==> src/rtl/mcu_spi_pkg.sv <==
// Shared defaults, fill word and frame-state encoding for the MCU SPI transmit path.
package mcu_spi_pkg;

  localparam int DATA_W_DEF     = 16;
  localparam int FIFO_DEPTH_DEF = 4;
  localparam int ACK_LEVEL_DEF  = 1;
  localparam int BIT_CNT_W_DEF  = $clog2(DATA_W_DEF);

  localparam logic [DATA_W_DEF-1:0] FILL_WORD = '0;

  typedef enum logic [1:0] {
    ST_DISARMED,
    ST_IDLE,
    ST_SHIFT
  } frame_state_e;

  function automatic int bit_cnt_w(input int data_w);
    return (data_w > 1) ? $clog2(data_w) : 1;
  endfunction

endpackage

==> src/rtl/mcu_spi_tx_fifo.sv <==
// Synchronous first-word-fall-through transmit FIFO with occupancy count.
module mcu_spi_tx_fifo
  import mcu_spi_pkg::*;
#(
  parameter int DATA_W     = DATA_W_DEF,
  parameter int FIFO_DEPTH = FIFO_DEPTH_DEF
) (
  input  logic                            clk,
  input  logic                            reset,
  input  logic [DATA_W-1:0]               wr_data,
  input  logic                            wr_valid,
  output logic                            wr_ready,
  input  logic                            rd_en,
  output logic [DATA_W-1:0]               rd_data,
  output logic                            empty,
  output logic [$clog2(FIFO_DEPTH+1)-1:0] count
);

  localparam int PTR_W = (FIFO_DEPTH > 1) ? $clog2(FIFO_DEPTH) : 1;
  localparam int CNT_W = $clog2(FIFO_DEPTH+1);

  logic [DATA_W-1:0] mem [FIFO_DEPTH];
  logic [PTR_W-1:0]  wr_ptr;
  logic [PTR_W-1:0]  rd_ptr;
  logic              push;
  logic              pop;

  assign wr_ready = (count != CNT_W'(FIFO_DEPTH));
  assign empty    = (count == '0);
  assign push     = wr_valid && wr_ready;
  assign pop      = rd_en && !empty;
  assign rd_data  = mem[rd_ptr];

  function automatic logic [PTR_W-1:0] ptr_inc(input logic [PTR_W-1:0] p);
    return (p == PTR_W'(FIFO_DEPTH-1)) ? '0 : p + PTR_W'(1);
  endfunction

  always_ff @(posedge clk) begin
    if (push) mem[wr_ptr] <= wr_data;
  end

  always_ff @(posedge clk) begin
    if (reset) begin
      wr_ptr <= '0;
      rd_ptr <= '0;
      count  <= '0;
    end else begin
      if (push) wr_ptr <= ptr_inc(wr_ptr);
      if (pop)  rd_ptr <= ptr_inc(rd_ptr);
      case ({push, pop})
        2'b10:   count <= count + CNT_W'(1);
        2'b01:   count <= count - CNT_W'(1);
        default: count <= count;
      endcase
    end
  end

endmodule

==> src/rtl/mcu_spi_tx.sv <==
// MCU-facing SPI mode-0 transmitter: synchronizes SCLK/CS/REQ, shifts FIFO words out MSB first.
// Optional sticky underrun flag is built only when MCU_SPI_TX_UNDERRUN_EN is defined.
//
// state       | meaning
// ST_DISARMED | after reset; waits for CS seen high so a held-low CS cannot start a frame
// ST_IDLE     | CS high, waiting for CS falling edge
// ST_SHIFT    | frame active; SCLK falling edges shift or load the next word
module mcu_spi_tx
  import mcu_spi_pkg::*;
#(
  parameter int DATA_W     = DATA_W_DEF,
  parameter int FIFO_DEPTH = FIFO_DEPTH_DEF,
  parameter int ACK_LEVEL  = ACK_LEVEL_DEF
) (
  input  logic              clk,
  input  logic              reset,
  input  logic [DATA_W-1:0] src_data,
  input  logic              src_valid,
  output logic              src_ready,
  input  logic              mcu_sclk,
  input  logic              mcu_cs,
  input  logic              mcu_req,
  output logic              mcu_ack,
  output logic              mcu_miso,
  output logic              mcu_miso_oe,
  output logic              underrun
);

  localparam int CNT_W  = bit_cnt_w(DATA_W);
  localparam int FCNT_W = $clog2(FIFO_DEPTH+1);
  localparam logic [DATA_W-1:0] FILL = DATA_W'(FILL_WORD);

  // bits [1:0] are the synchronizer, bit [2] holds the previous synchronized value
  logic [2:0]        sclk_sync;
  logic [2:0]        cs_sync;
  logic [1:0]        req_sync;
  logic              sclk_fall;
  logic              cs_fall;
  logic              cs_rise;

  frame_state_e      state_q;
  frame_state_e      state_nxt;
  logic              load;
  logic              shift;
  logic [DATA_W-1:0] shreg;
  logic [CNT_W-1:0]  bit_cnt;
  logic              oe_q;
  logic              ack_q;

  logic [DATA_W-1:0] fifo_data;
  logic              fifo_empty;
  logic [FCNT_W-1:0] fifo_cnt;

  mcu_spi_tx_fifo #(
    .DATA_W     (DATA_W),
    .FIFO_DEPTH (FIFO_DEPTH)
  ) u_fifo (
    .clk      (clk),
    .reset    (reset),
    .wr_data  (src_data),
    .wr_valid (src_valid),
    .wr_ready (src_ready),
    .rd_en    (load),
    .rd_data  (fifo_data),
    .empty    (fifo_empty),
    .count    (fifo_cnt)
  );

  assign sclk_fall = sclk_sync[2] && !sclk_sync[1];
  assign cs_fall   = cs_sync[2] && !cs_sync[1];
  assign cs_rise   = !cs_sync[2] && cs_sync[1];

  always_ff @(posedge clk) begin
    if (reset) begin
      sclk_sync <= '0;
      cs_sync   <= '0;
      req_sync  <= '0;
    end else begin
      sclk_sync <= {sclk_sync[1:0], mcu_sclk};
      cs_sync   <= {cs_sync[1:0], mcu_cs};
      req_sync  <= {req_sync[0], mcu_req};
    end
  end

  always_ff @(posedge clk) begin
    if (reset) state_q <= ST_DISARMED;
    else       state_q <= state_nxt;
  end

  always_comb begin
    state_nxt = state_q;
    load      = 1'b0;
    shift     = 1'b0;
    case (state_q)
      ST_DISARMED: if (cs_sync[1]) state_nxt = ST_IDLE;
      ST_IDLE: begin
        if (cs_fall) begin
          state_nxt = ST_SHIFT;
          load      = 1'b1;
        end
      end
      ST_SHIFT: begin
        if (cs_rise) begin
          state_nxt = ST_IDLE;
        end else if (sclk_fall) begin
          // last bit of the word: reload instead of shifting for gapless bursts
          if (bit_cnt == CNT_W'(DATA_W-1)) load  = 1'b1;
          else                             shift = 1'b1;
        end
      end
      default: state_nxt = ST_DISARMED;
    endcase
  end

  always_ff @(posedge clk) begin
    if (reset) begin
      shreg   <= '0;
      bit_cnt <= '0;
      oe_q    <= 1'b0;
      ack_q   <= 1'b0;
    end else begin
      if (load) begin
        shreg   <= fifo_empty ? FILL : fifo_data;
        bit_cnt <= '0;
      end else if (shift) begin
        shreg   <= {shreg[DATA_W-2:0], 1'b0};
        bit_cnt <= bit_cnt + CNT_W'(1);
      end else if (cs_rise && state_q == ST_SHIFT) begin
        shreg   <= '0;
        bit_cnt <= '0;
      end
      oe_q  <= (state_q != ST_DISARMED) && !cs_sync[1];
      ack_q <= req_sync[1] && (ack_q || (fifo_cnt >= FCNT_W'(ACK_LEVEL)));
    end
  end

  assign mcu_miso    = shreg[DATA_W-1];
  assign mcu_miso_oe = oe_q;
  assign mcu_ack     = ack_q;

`ifdef MCU_SPI_TX_UNDERRUN_EN
  logic underrun_q;

  always_ff @(posedge clk) begin
    if (reset)                  underrun_q <= 1'b0;
    else if (load && fifo_empty) underrun_q <= 1'b1;
  end

  assign underrun = underrun_q;
`else
  assign underrun = 1'b0;
`endif

endmodule

==> config.mk <==
export PLATFORM = sky130hd
export DESIGN_NAME = mcu_spi_tx
export DESIGN_NICKNAME = d
export VERILOG_FILES = /design/src/rtl/mcu_spi_pkg.sv /design/src/rtl/mcu_spi_tx_fifo.sv /design/src/rtl/mcu_spi_tx.sv
export SDC_FILE = /design/constraint.sdc
export NUM_CORES = 1
export LEC_CHECK = 0
export ABC_AREA = 1
export CORE_ASPECT_RATIO = 0.6
export CORE_MARGIN = 2
export CORE_UTILIZATION = 55
export DETAILED_ROUTE_END_ITERATION = 8
export PLACE_DENSITY_LB_ADDON = 0.25
export SYNTH_ARGS = -nofsm -noshare
export SYNTH_HDL_FRONTEND = slang
export SYNTH_SLANG_ARGS = --single-unit
==> constraint.sdc <==
create_clock -name clk -period 2.9 [get_ports clk]
set_clock_uncertainty 0.05 [all_clocks]
set_input_delay 0.435 -clock clk [delete_from_list [all_inputs] [get_ports clk]]
set_output_delay 0.435 -clock clk [all_outputs]
set_load 0.02 [all_outputs]
Word-level counts from Yosys, hierarchy flattened
Memories as Yosys holds them, arrays and structs flattened. A register that Yosys moved wholly into a read port is not among the register bits.
Cells that the tools add are included.
{"block": "word_totals", "regBits": 39, "latchBits": 0, "ramBits": 64, "mem_bits_ro": 0, "out_inout_bits": 5, "elab_cells": 76, "memories": 1}
{"memory": "u_fifo.mem", "words": 4, "word_bits": 16, "rd": 1, "rd_ports_with_merged_regs": 1, "wr": 1, "line": "mcu_spi_tx_fifo.sv:22", "rtl": "logic [DATA_W-1:0] mem [FIFO_DEPTH];"}
{"block": "classes", "addsub": 5, "n_mul": 0, "div_mod_pow": 0, "n_lt_le_gt_ge": 1, "eq_ne": 11, "shift": 0, "n_mux": 26, "bitwise": 0, "reduce_logical": 21}
{"cell": "$mux 16", "count": 4}
{"cell": "$mux 2", "count": 7}
{"cell": "$mux 1", "count": 10}
{"cell": "$eq 2x2->1 const B", "count": 4}
{"cell": "$logic_and 1x1->1", "count": 8}
{"cell": "$mux 4", "count": 2}
{"cell": "$ne 2x2->1 const B", "count": 3}
{"cell": "$pmux 2 s3", "count": 1}
{"cell": "$pmux 3 s2", "count": 1}
{"cell": "$reduce_bool 2->1", "count": 3}
{"cell": "$add 2x1->2 const B", "count": 2}
{"cell": "$add 4x1->4 const B", "count": 1}
{"cell": "$eq 2x1->1 const B", "count": 2}
{"cell": "$eq 4x4->1 const B", "count": 1}
{"cell": "$logic_not 1->1", "count": 4}
{"cell": "$add 3x1->3 const B", "count": 1}
{"cell": "$ge 3x1->1 const B", "count": 1}
{"cell": "$logic_not 3->1", "count": 1}
{"cell": "$ne 3x3->1 const B", "count": 1}
{"cell": "$reduce_and 3->1", "count": 1}
{"cell": "$reduce_bool 3->1", "count": 1}
{"cell": "$sub 3x1->3 const B", "count": 1}
{"cell": "$logic_not 2->1", "count": 1}
{"cell": "$pmux 1 s2", "count": 1}
{"cell": "2 further kinds", "count": 2}

Logic depth before layout (Yosys ltp)
{"block": "logic_depth", "word_depth": 8, "ltp_mapped": 14, "mapped_depth_nobuf": 14}

By module
From an unflattened synthesis, not the netlist that was laid out.
{"block": "hier_totals", "hier_cells": 455, "hier_area_um2": 4501.8}
{"mod": "mcu_spi_tx_fifo", "n_inst": 1, "cells_per_inst": 225, "area_per_inst_um2": 2876.5}
{"mod": "mcu_spi_tx", "n_inst": 1, "cells_per_inst": 230, "area_per_inst_um2": 1625.3}

Least setup slack after synthesis
OpenSTA, ideal clock, no wires.
{"block": "synth_timing", "kind": "reg-to-reg", "from": "register u_fifo.count[0]", "to": "memory u_fifo.mem[0][0] (netlist name) (enable)", "setup_time_ns": 0.389, "arrival_time_ns": 1.731, "required_time_ns": 2.461, "path_slack_ns": 0.730, "stages_incl_launch_ff": 6, "synth_period_minus_slack_ns": 2.170, "cell_sequence": "dfxtp_1 > inv_1 > ha_1 > nand2_1 > nand2_1 > nor2_1"}
{"block": "synth_between", "elab_chain_len": 4}
{"element": "start: declaration", "line": "mcu_spi_tx_fifo.sv:16", "rtl": "output logic [$clog2(FIFO_DEPTH+1)-1:0] count"}
{"element": "start signal: assignment", "line": "mcu_spi_tx_fifo.sv:51", "rtl": "2'b10: count <= count + CNT_W'(1);"}
{"element": "start signal: assignment", "line": "mcu_spi_tx_fifo.sv:52", "rtl": "2'b01: count <= count - CNT_W'(1);"}
{"element": "start signal: assignment", "line": "mcu_spi_tx_fifo.sv:53", "rtl": "default: count <= count;"}
{"element": "$ne 3x3->1", "line": "mcu_spi_tx_fifo.sv:28", "rtl": "assign wr_ready = (count != CNT_W'(FIFO_DEPTH));"}
{"element": "net src_ready", "line": "mcu_spi_tx.sv:19", "rtl": "output logic src_ready,"}
{"element": "$logic_and 1x1->1", "line": "mcu_spi_tx_fifo.sv:30", "rtl": "assign push = wr_valid && wr_ready;"}
{"element": "$mux 1", "line": "mcu_spi_tx_fifo.sv:39", "rtl": "if (push) mem[wr_ptr] <= wr_data;"}
{"element": "$mux 1 (implied by the code)", "line": "mcu_spi_tx_fifo.sv:39"}
{"element": "end: declaration", "line": "mcu_spi_tx_fifo.sv:22"}
The timed path passes the listed nets, and every way through them passes these cells.

Worst setup path in the final report
{"block": "layout_timing", "from": "register u_fifo.count[0]", "to": "output src_ready"}
{"block": "layout_between", "elab_chain_len": 1}
{"element": "$ne 3x3->1", "line": "mcu_spi_tx_fifo.sv:28"}
{"element": "end: declaration", "line": "mcu_spi_tx.sv:19"}
Every way passes these cells.

==> flow_summary.json <==
{
  "status": "finished clean",
  "finalCritPeriodShare_pct": 77.1,
  "overflow": 0,
  "max_freq_mhz": 447,
  "cts_resized": 0,
  "track_usage_pct": 20.7,
  "syn_area_per_cell_um2": 9.29,
  "p_sw_mw": 0.755,
  "initial_core_util_pct": 57.4,
  "die_h_um": 74.5,
  "path_clk_slew_ns": 0.06,
  "synthCells": 491,
  "relSlewSlack_pct": 55.8,
  "grt_pass1_vias": 3023,
  "tns_ns": 0,
  "post_dp_cell_area_um2": 4910,
  "maxCapViolCount": 0,
  "ant_nets": 0,
  "clock-root-buffer": "clkbuf_16",
  "arrival_ns": 1.75,
  "stdcell_area_um2": 5190,
  "p_comb_share_pct": 11.6,
  "cp_max_fo": 4,
  "ff_latch_area_um2": 2740,
  "synth_cell_types": 28,
  "vias_per_cell": 5.12,
  "rsz0062_at_grt": "no",
  "cts_sinks": 105,
  "final_common_cell": "nor2_1",
  "p_int_mw": 2.48,
  "power_frac_seq_pct": 52.6,
  "finalCriticalPeriod_ns": 2.24,
  "finalHoldViolCount": 0,
  "die-area_um2": 9060,
  "firstDrtPassIters": 5,
  "swShare_pct": 23.3,
  "place.gp.congestion": 0.753,
  "ys.warnings.count": 0,
  "antenna_cells": 0,
  "cts_setup_buffers": 0,
  "antenna_found_initial": 0,
  "drive_above_1_share_pct": 5.94,
  "clk_path_buf_depth": 2,
  "multi_input_area_um2": 1510,
  "synth-seq-area-share_pct": 60.2,
  "power.density_nw_per_um2": 624,
  "placementRows": 25,
  "drc": 0,
  "area_growth_pct": 13.8,
  "ir_drop_mv": 0.455,
  "cp_data_required_time_ns": 2.41,
  "cts-buffers-inserted": 9,
  "crit_type": "flop to primary output",
  "hold_path_class": "flop to flop",
  "grt_max_degree": 34,
  "p_leak_nw": 2.00,
  "tightest_slew_ns": 0.662,
  "clock_power_share_pct": 35.8,
  "dr_total_vias": 3223,
  "nFillCells": 636,
  "fin_nets": 554,
  "clk_latency_ns": 0.34,
  "dp_hpwl_um": 5500,
  "netlist_area_um2": 4560,
  "grt_pass1_wl_um": 14200,
  "end_kind": "primary output",
  "core-area_um2": 7950,
  "final_cell_mix": "127 x nor2_1, 72 x nand2_1, 64 x edfxtp_1",
  "synthesis.nets": 528,
  "hold_buffers": 0,
  "die_x_um": 122,
  "wire_per_inst_um": 13.5,
  "startpoint_type": "flop",
  "drv_slew": 0,
  "wirelength_um": 8500,
  "cts_tree": "done",
  "portBuffers": 25,
  "synth.ff_latch_count": 105,
  "htreeDepth": 3,
  "io_pins": 27,
  "drt_iter0_markers": 330,
  "setup_viol": 0
}
## per-stage QoR
stage	cells	total power [mW]	util, %	setup WS [ns]	hold WS (ns)
after CTS	630	3.27	65.3	0.653	0.353
after global routing	630	3.38	65.3	0.416	0.384
after floorplan	491	1.99	-	0.730	0.338
after detailed placement	614	2.11	61.7	0.705	0.345
final	630	3.24	65.3	0.664	0.353
after global placement	614	2.09	61.7	0.785	0.340
## Yosys cell counts, drive strengths merged
library cell | instances | area share [%]
nor2 | 128 | 11
nand2 | 75 | 6.3
edfxtp | 64 | 42
inv | 47 | 3.9
dfxtp | 41 | 18
o21ai | 40 | 4.4
nand3 | 19 | 2.1
ha | 15 | 4.1
o22ai | 15 | 2.1
clkbuf | 12 | 0.99
a21oi | 11 | 1.5
buf | 10 | 1.8
a22oi | 3 | 0.49
nand3b | 2 | 0.41
nor3 | 2 | 0.22
xor2 | 2 | 0.38
a211oi | 1 | 0.16
a31oi | 1 | 0.14
clkinv | 1 | 0.082
conb | 1 | 0.082
nand4 | 1 | 0.14
## critical path: stages, from the launching register on
cell and delay, ns:
dfxtp_1 0.37, inv_1 0.10, ha_1 0.22, nand2_1 0.11, clkdlybuf4s50_1 0.61
## final cells by class
cell class	instances	share of cell area (%)
clock buffers	13	4.63
repair buffers	37	6.56
multi-input cells	316	29.1
inverters	48	3.47
well taps	108	2.60
flip-flops and latches	105	52.9
clock inverters	3	0.820
## power groups by stage
stage	Combinational, mW	Sequential (mW)	Clock, mW
3_3_place_gp	0.362	1.73	0
5_1_grt	0.431	1.71	1.24
2_1_floorplan	0.252	1.73	0
6_report	0.376	1.70	1.16
4_1_cts	0.376	1.70	1.19
3_5_place_dp	0.374	1.74	0
## path summary, 6_finish.rpt
path / endpoint / slack, ns / cells after the start / startpoint
worst max-delay path: src_ready / 0.66 / 4 / u_fifo.count[0]
worst min-delay path: req_sync[1] / 0.35 / 2 / req_sync[0]
worst max register to register: u_fifo.count[2] / 0.69 / 13 / state_q[0]
worst min register to register: req_sync[1] / 0.35 / 2 / req_sync[0]
## logic make-up after synthesis
kind of cell | share of synthesized area, %
DFF | 60.2
adders and majority gates | 4.12
buffers and inverters | 6.78
xor gates and xnor gates | 0.384
and+or+nand+nor | 19.8
other | 0.0822
AOI/OAI and AO/OA | 8.70
## registers in the layout, indices dropped and copies added, names as in the netlist, named ones only
register and count:
mcu_ack 1, mcu_miso_oe 1, u_fifo.mem 64, u_fifo.wr_ptr 2, sclk_sync 3, u_fifo.count 3
req_sync 2, shreg 16, state_q 2, cs_sync 3, bit_cnt 4, u_fifo.rd_ptr 2
## metal layers
layer / routed length (um) / global-route usage, % / vias up
met5: 0 / 0 / -
met4: 148 / 9.71 / 0
met3: 415 / 5.75 / 9
met2: 3910 / 32.3 / 68
met1: 4040 / 27.6 / 1490
li1: - / - / 1656
Power figures use the tool's default switching activity.
